[config.mk]
export PLATFORM = sky130hd
export DESIGN_NAME = sha256_msg_padder
export DESIGN_NICKNAME = d
export VERILOG_FILES = /design/src/rtl/sha256_msg_padder.sv
export SDC_FILE = /design/constraint.sdc
export NUM_CORES = 1
export LEC_CHECK = 0
export CORE_MARGIN = 5
export CORE_UTILIZATION = 45
export CTS_CLUSTER_SIZE = 28
export DETAILED_ROUTE_END_ITERATION = 12
export PLACE_DENSITY = 0.73
export SETUP_SLACK_MARGIN = 0.4
export SLEW_MARGIN = 20
export SYNTH_ARGS = -nofsm -noshare
export SYNTH_HDL_FRONTEND = slang
export SYNTH_SLANG_ARGS = --single-unit
[constraint.sdc]
create_clock -name clk -period 5.3 [get_ports clk]
set_input_delay 1.59 -clock clk [delete_from_list [all_inputs] [get_ports clk]]
set_output_delay 1.59 -clock clk [all_outputs]
set_load 0.1 [all_outputs]
[src/rtl/sha256_msg_padder.sv]
// sha256_msg_padder: absorbs a byte stream, applies FIPS 180-4 padding and emits 512-bit blocks.
// Optional feature macro SHA_PAD_BLKCNT_EN adds blk_cnt, the number of blocks emitted for the current message.
module sha256_msg_padder #(
    parameter int LEN_W     = 64,
    parameter int START_CYC = 1
) (
    input  logic         clk,
    input  logic         rst_n,
    input  logic [7:0]   din,
    input  logic         din_valid,
    input  logic         din_last,
    input  logic         din_empty,
    output logic         din_ready,
    output logic [511:0] M,
    output logic         start,
    output logic         blk_last,
    input  logic         blk_ack,
`ifdef SHA_PAD_BLKCNT_EN
    output logic [15:0]  blk_cnt,
`endif
    output logic         busy
);

    typedef enum logic [2:0] {IDLE, ABSORB, PAD80, PADZ, PADLEN, EMIT, WAIT_ACK} state_t;

    localparam logic [1:0] CYC_END = 2'(START_CYC - 1);

    state_t             state_q, state_d, res_q, res_d;
    logic [5:0]         idx_q, idx_d;
    logic [LEN_W-1:0]   len_q, len_d;
    logic [511:0]       m_q, m_d;
    logic               last_q, last_d;
    logic [1:0]         cyc_q, cyc_d;
    logic               rdy_q;
    logic               xfer, wr;
    logic [7:0]         wbyte;

    assign xfer      = din_valid && rdy_q;
    assign din_ready = rdy_q;
    assign M         = m_q;
    assign blk_last  = last_q;
    assign start     = state_q == EMIT;
    assign busy      = state_q != IDLE;

    // Next-state logic: one byte (data or padding) is written per cycle at the running index.
    always_comb begin
        state_d = state_q;
        res_d   = res_q;
        idx_d   = idx_q;
        len_d   = len_q;
        m_d     = m_q;
        last_d  = last_q;
        cyc_d   = cyc_q;
        wr      = 1'b0;
        wbyte   = 8'h00;
        case (state_q)
            IDLE: begin
                if (xfer) begin
                    wr      = 1'b1;
                    wbyte   = din;
                    len_d   = len_q + LEN_W'(8);
                    state_d = din_last ? PAD80 : ABSORB;
                end else if (din_empty) begin
                    state_d = PAD80;
                end
            end
            ABSORB: begin
                if (xfer) begin
                    wr    = 1'b1;
                    wbyte = din;
                    len_d = len_q + LEN_W'(8);
                    if (idx_q == 6'd63) begin
                        state_d = EMIT;
                        res_d   = din_last ? PAD80 : ABSORB;
                    end else if (din_last) begin
                        state_d = PAD80;
                    end
                end
            end
            PAD80: begin
                wr    = 1'b1;
                wbyte = 8'h80;
                if (idx_q == 6'd63) begin
                    state_d = EMIT;
                    res_d   = PADZ;
                end else begin
                    state_d = (idx_q == 6'd55) ? PADLEN : PADZ;
                end
            end
            PADZ: begin
                wr = 1'b1;
                if (idx_q == 6'd55) begin
                    state_d = PADLEN;
                end else if (idx_q == 6'd63) begin
                    state_d = EMIT;
                    res_d   = PADZ;
                end
            end
            PADLEN: begin
                wr    = 1'b1;
                wbyte = 8'(len_q >> {~idx_q[2:0], 3'b000});
                if (idx_q == 6'd63) begin
                    state_d = EMIT;
                    res_d   = IDLE;
                    last_d  = 1'b1;
                end
            end
            EMIT: begin
                if (cyc_q == CYC_END) begin
                    cyc_d   = 2'd0;
                    state_d = WAIT_ACK;
                end else begin
                    cyc_d = cyc_q + 2'd1;
                end
            end
            WAIT_ACK: begin
                if (blk_ack) begin
                    idx_d   = 6'd0;
                    state_d = last_q ? IDLE : res_q;
                    if (last_q) begin
                        len_d  = '0;
                        last_d = 1'b0;
                    end
                end
            end
            default: state_d = IDLE;
        endcase
        if (wr) begin
            m_d[{~idx_q, 3'b111} -: 8] = wbyte;
            idx_d = idx_q + 6'd1;
        end
    end

    // State register; din_ready is registered from the next state so it is low during reset.
    always_ff @(posedge clk or negedge rst_n) begin
        if (!rst_n) begin
            state_q <= IDLE;
            res_q   <= IDLE;
            idx_q   <= '0;
            len_q   <= '0;
            m_q     <= '0;
            last_q  <= 1'b0;
            cyc_q   <= '0;
            rdy_q   <= 1'b0;
        end else begin
            state_q <= state_d;
            res_q   <= res_d;
            idx_q   <= idx_d;
            len_q   <= len_d;
            m_q     <= m_d;
            last_q  <= last_d;
            cyc_q   <= cyc_d;
            rdy_q   <= state_d == IDLE || state_d == ABSORB;
        end
    end

`ifdef SHA_PAD_BLKCNT_EN
    logic [15:0] cnt_q;

    // Count start pulses per message, saturating; a new message in IDLE restarts the count.
    always_ff @(posedge clk or negedge rst_n) begin
        if (!rst_n) begin
            cnt_q <= '0;
        end else if (state_q == IDLE && (xfer || din_empty)) begin
            cnt_q <= '0;
        end else if (state_d == EMIT && state_q != EMIT && cnt_q != 16'hFFFF) begin
            cnt_q <= cnt_q + 16'd1;
        end
    end

    assign blk_cnt = cnt_q;
`endif

endmodule

==> impl_metrics.tcl, run 1 <==
set metrics [dict create \
    ctsResizeCount 0 \
    crit_buf_inv 1 \
    gr-usage-met2_pct 49.6 \
    synthTopCellsByArea "dfrtp_1, o21ai_0, nand2_1" \
    crit_family "buffers and inverters" \
    grt_util_met3_pct 6.25 \
    hold_path.class "flop to flop" \
    grt_usage_pct 30.3 \
    grt_max_degree 109 \
    gp_congestion 0.924 \
    synthCells 2323 \
    p_per_area_nw_per_um2 354 \
    synth_area_leader_cell "dfrtp_1" \
    slowest_stage "clkdlybuf4s50_1" \
    synth_area_per_cell_um2 9.99 \
    p_leak_uw 0.0133 \
    cp_cell_sequence "and3b_1, clkdlybuf4s50_1" \
    crit_type "flop to output pin" \
    cts_made_buffers 59 \
    first_global_vias 20400 \
    tritoncts "done" \
    startpoint_type "flop" \
    reg2reg_depth 4 \
    netlist_area_um2 23200 \
    worst_pin_slew_ns 1.13 \
    fin_crit_ns 4.44 \
    clock_path_buffers 3 \
    synthArstFlopShare_pct 100 \
    routed_wl_um 87900 \
    busiest_layer "met2" \
    final_nets 2862 \
    setup_tns_ns 0 \
    ys_seq_elements 588 \
    regArea_um2 14700 \
    use_met1_pct 39.8 \
    wl_per_cell_um 24.6 \
    cts_root_buf "clkbuf_16" \
    setup_slack_ns 0.856 \
    endpoint "start" \
    rsz0062_at_grt "false" \
    drt_pass1_iterations 6 \
    finalCritPeriodShare_pct 83.8 \
    ios 530 \
    layout-area-overhead-vs-synth_pct 36.6 \
    die_w_um 237 \
    antenna_found_initial 0 \
    critPathArrivalTime_ns 2.85 \
    yosysMostFrequentCell "nand2_1" \
    htreeDepth 2 \
    holdBufCountCts 0 \
    dp_slack_ns 0.956 \
    first_iter_violations 1867 \
    n_fill_cell 4111 \
    die_h_um 237 \
    r2r_slack_ns 1.84 \
    synth_edf_count 0 \
    post-dp-hpwl_um 61500 \
    hold_slack_ns 0.476 \
    synth_ff_type "dfrtp_1" \
    clock-sinks 588 \
    ys_seq_area_share_pct 63.4 \
    postSynthNetCount 2346 \
    initial_utilization_pct 45.3 \
    crit_required_ns 3.71 \
    r2r_end "M[143]" \
    num_rows 83 \
    power_uw 11200 \
    synth_warnings 0 \
    critPathMaxStageDelay_ns 1.17 \
    slew_headroom_pct 24.2 \
    setup_viol 0 \
    synthDistinctLibCells 61 \
    viasPerCell 5.79 \
    synth_top_cell_area_share_pct 63.4 \
    status "finished, final reports clean" \
    antenna_left 0 \
    insertion_delay_ns 0.61 \
    drv_slew 0 \
    ys_top_cells_by_count "nand2_1, dfrtp_1, o21ai_0, nand3_1, clkbuf_1" \
    grt_pass1_wl_um 132000 \
    cp.depth 2 \
    maxCapViolations 0 \
    via_count 20600 \
    drive_gt1_share_pct 6.34 \
    postCtsSetupBuffers 0 \
    path_clk_slew_ns 0.06 \
    drc 0 \
    multi_input_area_um2 8100 \
    cp-end-kind "output pin" \
    finalHoldViolCount 0 \
    fin_skew_ns 0.0174 \
    fmax_mhz 225 \
    ir_drop_mv 0.269 \
    crit_path_start "state_q[2]" \
    die_area_um2 56200 \
    worstReg2RegStart "idx_q[1]" \
    critPathMaxFanout 22 \
    antenna_cells 0 \
    io_buffers 529 \
    grt_overflow 0 \
    fp.coreArea_um2 51200 \
]
## flip-flops by register name (all words and copies together), names as in the netlist
register	count
cyc_q	2
res_q	2
M	512
len_q	61
blk_last	1
idx_q	6
state_q	3
din_ready	1
## layer usage
metal  wire, um  up-vias
met3       7950      213
li1           -     9027
met5          0        -
met2      41900     1125
met4       4170        0
met1      33800    10300
## power breakdown
group          switching [uW]  internal, uW  leakage (uW)
clock network            1800          3020       0.00111
registers                 196          4550       0.00819
logic                    1270           384       0.00399
## layout make-up
class                      instances  area share (%)
clock inverter                    33            1.94
timing repair buffer             572            18.0
multi-input combinational       1606            25.6
inverter                          12           0.142
clock buffer                      75            5.20
tap                              680            2.69
sequential                       588            46.4
## kinds of logic (layout without fill, tap and decap cells)
family | after synthesis | in the layout | share of synthesized area (%)
multiplexers | 28 | 28 | 1.50
buffers and inverters | 129 | 692 | 2.21
adder cells (fa/ha/maj) | 9 | 9 | 0.485
XOR/XNOR | 25 | 25 | 0.944
AND/OR/NAND/NOR | 907 | 907 | 17.1
flip-flops | 588 | 588 | 63.4
AO/OA/AOI/OAI | 637 | 637 | 14.3
## layout by cell type, fill, tap and decap left out, types with 4 or more instances in the layout
cell and instances:
a21oi_1 44, a21oi_4 4, a22o_1 5, and2_1 11, and3_1 11, and4_1 6
buf_12 8, buf_4 37, bufinv_16 17, clkbuf_1 5, clkbuf_16 59, clkbuf_8 11
clkdlybuf4s50_1 526, clkinv_2 9, dfrtp_1 588, ha_1 9, inv_1 10, mux2_2 5
mux2i_1 18, mux4_2 5, nand2_1 610, nand2b_1 6, nand3_1 87, nand4_1 33
nand4b_1 4, nor2_1 51, nor2b_1 5, nor3_1 16, nor4_1 8, o21ai_0 521
o21ai_1 32, o31ai_1 4, or2_2 4, or3_1 35, xnor2_1 9, xor2_1 16
## stage by stage
stage	instance area, um^2	util, %	std cells
2_1_floorplan	23200	-	2323
3_3_place_gp	29400	57.5	3458
3_5_place_dp	29400	57.5	3458
4_1_cts	31700	61.9	3566
5_1_grt	31700	61.9	3566
6_report	31700	61.9	3566
## worst min path at each step
stage / startpoint / to / slack (ns) / cells past startpoint
final: M[123] / M[123] / 0.48 / 2
after global routing: M[85] / M[85] / 0.50 / 2
after CTS: M[153] / M[153] / 0.48 / 2
after detailed placement: M[484] / M[484] / 0.47 / 2
after global placement: M[431] / M[431] / 0.46 / 2
after floorplan: res_q[0] / state_q[0] / 0.46 / 2
## worst min-delay path, delay by kind of cell, from the launching register on
family	cells	cell delay (ns)
DFF	1	0.34
AOI/OAI and AO/OA	1	0.06
and+or+nand+nor	1	0.04
(Power assumes the default switching activity.)
==> run 2, diff against run 1 <==
Settings changed: PLACE_DENSITY 0.73 to 0.76.
Clock period 5.3 ns to 3.7 ns, I/O delays scaled along.
==> run 2 against run 1 <==
Effect of this change:
- critical path depth is the same
- hold slack improved by 0.0048 ns
- final cell count is 0.70% higher
- clock skew increased by 0.011 ns
- clock power is 32% higher
- die area unchanged
- non-clock buffer count up 25
- critical path type unchanged
- critical endpoint unchanged
- largest cell class unchanged
==> impl_metrics.tcl, run 2 (same netlist as run 1, synthesis figures left out) <==
set metrics [dict create \
    grt_overflow 0 \
    setup_tns_ns 0 \
    drv_slew 0 \
    tritoncts "done" \
    status "finished, final reports clean" \
    worst_pin_slew_ns 0.902 \
    critPathMaxStageDelay_ns 0.61 \
    gp_congestion 0.948 \
    ir_drop_mv 0.347 \
    power_uw 15600 \
    layout-area-overhead-vs-synth_pct 31.6 \
    grt_pass1_wl_um 131000 \
    slew_headroom_pct 39.9 \
    p_per_area_nw_per_um2 511 \
    antenna_left 0 \
    finalCritPeriodShare_pct 84.6 \
    wl_per_cell_um 24.4 \
    largest_register_ffs 512 \
    die_h_um 237 \
    crit_required_ns 2.59 \
    cts_root_buf "clkbuf_16" \
    routed_wl_um 87400 \
    ios 530 \
    slowest_stage "dfrtp_1" \
    drive_gt1_share_pct 24.6 \
    reg2reg_depth 5 \
    cp_cell_sequence "and3b_1, buf_4" \
    path_clk_slew_ns 0.06 \
    p_comb_share_pct 15.8 \
    layout_common_cells "nand2_1, dfrtp_1, buf_4, o21ai_0, nand3_1" \
    hold_path.class "input port to asynchronous set/reset pin" \
    final_nets 2886 \
    viasPerCell 5.79 \
    die_area_um2 56200 \
    finish.utilization_pct 59.6 \
    finalHoldViolCount 0 \
    p_int_uw 10900 \
    dp_cells 3483 \
    p_clk_share_pct 40.8 \
    p_leak_uw 0.0144 \
    antenna_cells 0 \
    fmax_mhz 319 \
    fin_crit_ns 3.13 \
    fp.coreArea_um2 51200 \
    grt_max_degree 79 \
    postCtsSetupBuffers 0 \
    swShare_pct 30.0 \
    htreeDepth 2 \
    post-dp-hpwl_um 60900 \
    p_switching_uw 4680 \
    crit_buf_inv 1 \
    clock_path_buffers 3 \
    insertion_delay_ns 0.63 \
    setup_viol 0 \
    critPathArrivalTime_ns 2.02 \
    hold_slack_ns 0.481 \
    drt_pass1_iterations 7 \
    fin_skew_ns 0.0289 \
    crit_family "flip-flops" \
    first_global_vias 20200 \
    antenna_found_initial 0 \
    num_rows 83 \
    io_buffers 529 \
    cp.depth 2 \
    critPathMaxFanout 22 \
    drc 0 \
    via_count 20800 \
    cp-end-kind "output pin" \
    layout_commonest_cell "nand2_1" \
    layout.cells.non_filler 3591 \
    startpoint_type "flop" \
    maxCapViolations 0 \
    clock-sinks 588 \
    initial_utilization_pct 45.3 \
    crit_type "flop to output pin" \
    rsz0062_at_grt "false" \
    cts_made_buffers 58 \
    first_iter_violations 2337 \
    seq_power_share_pct 43.5 \
    grt_usage_pct 30.2 \
    die_w_um 237 \
]
[run 2: cell count changes in the layout (fill, tap and decap cells not counted), sizes merged]
cell and delta:
clkdlybuf4s50 -514, buf +539, clkbuf +4, inv -1
bufinv -8, clkinv +6, clkinvlp -1
[run 2: power by group through the flow]
stage / Combinational (uW) / Clock [uW] / Sequential [uW]
floorplan: 1170 / 0 / 6980
global placement: 2360 / 0 / 6880
detailed placement: 2410 / 0 / 6890
CTS: 2430 / 6410 / 6770
global route: 2580 / 6710 / 6790
finish: 2460 / 6360 / 6780
[run 2: worst paths after layout]
kind / to / slack [ns] / start
setup / recovery: start / 0.57 / state_q[1]
hold / removal: M[111] / 0.48 / rst_n
setup reg to reg: M[45] / 0.62 / idx_q[1]
hold reg to reg: M[154] / 0.48 / M[154]
max in group asynchronous: M[449] / 2.24 / rst_n
min in group clk: M[154] / 0.48 / M[154]
[run 2: metal layers]
layer | routed length, um | vias up | global-route usage (%)
met5 | 0 | - | 0
met4 | 3910 | 0 | 12.0
met3 | 8550 | 212 | 7.17
met2 | 41100 | 1154 | 47.9
met1 | 33900 | 10400 | 40.5
li1 | - | 9066 | -
[run 2: timing repair]
item | in CTS | in global routing
gates resized for setup | 0 | 2
hold buffers | 0 | 0
setup endpoints to repair | 0 | 7
[run 2: worst register-to-register path: cells and delay by family (launching register included)]
kind | cells | cell delay [ns]
buffers and inverters | 1 | 0.26
AND/OR/NAND/NOR | 3 | 1.51
AO/OA/AOI/OAI | 1 | 0.30
flip-flops | 1 | 0.91
[run 2: layout make-up]
type                            instances  area, um^2
Clock buffer                           79        1660
Clock inverter                         29         417
Fill cell                            4185       20700
Inverter                               12        45.0
Multi-Input combinational cell       1606        8080
Sequential cell                       588       14700
Tap cell                              680         851
Timing Repair Buffer                  597        4760
[run 2: metrics by stage]
stage / setup WS, ns / area [um^2]
after floorplan: 0.758 / 23200
after global placement: 0.344 / 28400
after detailed placement: 0.246 / 28400
after CTS: 0.510 / 30500
after global routing: 0.500 / 30500
final: 0.569 / 30500
==> run 3, diff against run 2 <==
Settings changed: PLACE_DENSITY 0.76 to 0.73.
Clock period 3.7 ns to 2.94 ns, I/O delays scaled along.
==> run 3 against run 2 <==
Effect of this change:
- core utilization grew 0.69 points
- largest cell class unchanged
- flip-flop and latch count unchanged
- critical path type unchanged
- register-to-register slack got worse by 0.12 ns
- power increased by 25%
- highest routed layer unchanged
- hold slack lost 0.30 ns
- critical path depth is 1 higher
- wire length increased by 0.34%
==> impl_metrics.tcl, run 3 (same netlist as run 1, synthesis figures left out) <==
set metrics [dict create \
    holdBufCountCts 0 \
    first_global_vias 20300 \
    maxCapViolations 0 \
    htreeDepth 2 \
    antenna_left 0 \
    clock_path_buffers 3 \
    grt_usage_pct 30.1 \
    swShare_pct 29.9 \
    die_w_um 237 \
    drive_gt1_share_pct 26.0 \
    power_uw 19600 \
    status "finished, final reports clean" \
    finalHoldViolCount 0 \
    drv_slew 0 \
    via_count 20900 \
    startpoint_type "flop" \
    tritoncts "done" \
    layout-area-overhead-vs-synth_pct 33.1 \
    rsz0062_at_grt "true" \
    worstReg2RegStart "idx_q[0]" \
    hold_slack_ns 0.179 \
    fp.coreArea_um2 51200 \
    grt_overflow 0 \
    critPathMaxFanout 4 \
    insertion_delay_ns 0.62 \
    crit_path_start "state_q[0]" \
    p_clk_share_pct 39.2 \
    n_fill_cell 4255 \
    cp_cell_sequence "buf_6, or3_4, buf_12" \
    post-dp-hpwl_um 62100 \
    p_switching_uw 5840 \
    io_buffers 529 \
    crit_required_ns 2.06 \
    num_rows 83 \
    die_area_um2 56200 \
    finish.utilization_pct 60.3 \
    ir_drop_mv 0.466 \
    fmax_mhz 388 \
    slowest_stage "or3_4" \
    drc 0 \
    viasPerCell 5.75 \
    antenna_found_initial 0 \
    cts_root_buf "clkbuf_16" \
    ios 530 \
    p_per_area_nw_per_um2 633 \
    critPathArrivalTime_ns 1.69 \
    cts_made_buffers 59 \
    p_int_uw 13700 \
    p_comb_share_pct 17.9 \
    die_h_um 237 \
    grt_pass1_wl_um 130000 \
    finalCritPeriodShare_pct 87.6 \
    worst_pin_slew_ns 0.884 \
    antenna_cells 0 \
    critPathMaxStageDelay_ns 0.40 \
    setup_tns_ns 0 \
    setup_viol 0 \
    initial_utilization_pct 45.3 \
    cp-end-kind "output pin" \
    seq_power_share_pct 42.9 \
    fin_skew_ns 0.0243 \
    slew_headroom_pct 40.6 \
    layout_commonest_cell "nand2_1" \
    largest_register_ffs 512 \
    crit_type "flop to output pin" \
    reg2reg_depth 6 \
    first_iter_violations 1889 \
    fin_crit_ns 2.57 \
    wl_per_cell_um 24.2 \
    hold_path.class "input port to asynchronous set/reset pin" \
    r2r_end "M[119]" \
    clock-sinks 588 \
    r2r_slack_ns 0.50 \
    layout_common_cells "nand2_1, buf_4, dfrtp_1, o21ai_0, nand3_1" \
    gp_congestion 0.901 \
    path_clk_slew_ns 0.06 \
    final_nets 2922 \
    grt_max_degree 112 \
    drt_pass1_iterations 5 \
    p_leak_uw 0.0146 \
    routed_wl_um 87700 \
]
## run 3: stage by stage
step,setup WS (ns),instance area (um^2),cells
6_report,0.366,30900,3626
4_1_cts,0.335,30800,3626
2_1_floorplan,0.351,23200,2323
5_1_grt,0.327,30900,3626
3_3_place_gp,-0.129,28800,3514
3_5_place_dp,-0.185,28800,3514
## run 3: worst max path at each step
stage                end  slack [ns]
2_1_floorplan  len_q[40]        0.35
3_3_place_gp      M[251]       -0.13
3_5_place_dp      M[249]       -0.19
4_1_cts             busy        0.33
5_1_grt             busy        0.33
6_report            busy        0.37
## run 3: layout make-up
class / count / area, um^2 / area share, %
Inverter: 12 / 45.0 / 0.146
Tap cell: 680 / 851 / 2.76
Clock buffer: 91 / 1780 / 5.76
Clock inverter: 17 / 209 / 0.677
Timing Repair Buffer: 632 / 5140 / 16.7
Multi-Input combinational cell: 1606 / 8130 / 26.3
Sequential cell: 588 / 14700 / 47.7
## run 3: worst max-delay path, delay by kind of cell, from the launching register on
kind                   cells  cell delay, ns
DFF                        1            0.39
and+or+nand+nor            1            0.40
buffers and inverters      2            0.31
## run 3: metal layers
| metal | vias to the layer above | global-route usage, % | part of all wire, % |
|---|---|---|---|
| met5 | - | 0 | 0 |
| met4 | 0 | 11.6 | 4.3 |
| met3 | 190 | 6.22 | 8.3 |
| met2 | 1025 | 48.7 | 48 |
| met1 | 10500 | 40.2 | 40 |
| li1 | 9143 | - | - |
## run 3: power groups by stage
stage | Sequential, uW | Combinational, uW | Clock [uW]
after detailed placement | 8550 | 3380 | 0
after floorplan | 8780 | 1480 | 0
after CTS | 8390 | 3440 | 7730
after global routing | 8400 | 3680 | 8100
after global placement | 8550 | 3330 | 0
final | 8400 | 3500 | 7660
## run 3: repair_timing
item / CTS / global route
pin swaps: 1 / 0
gates cloned: 0 / 0
resized for setup: 11 / 15
endpoints found under the setup margin: 34 / 129
setup buffers: 4 / 0
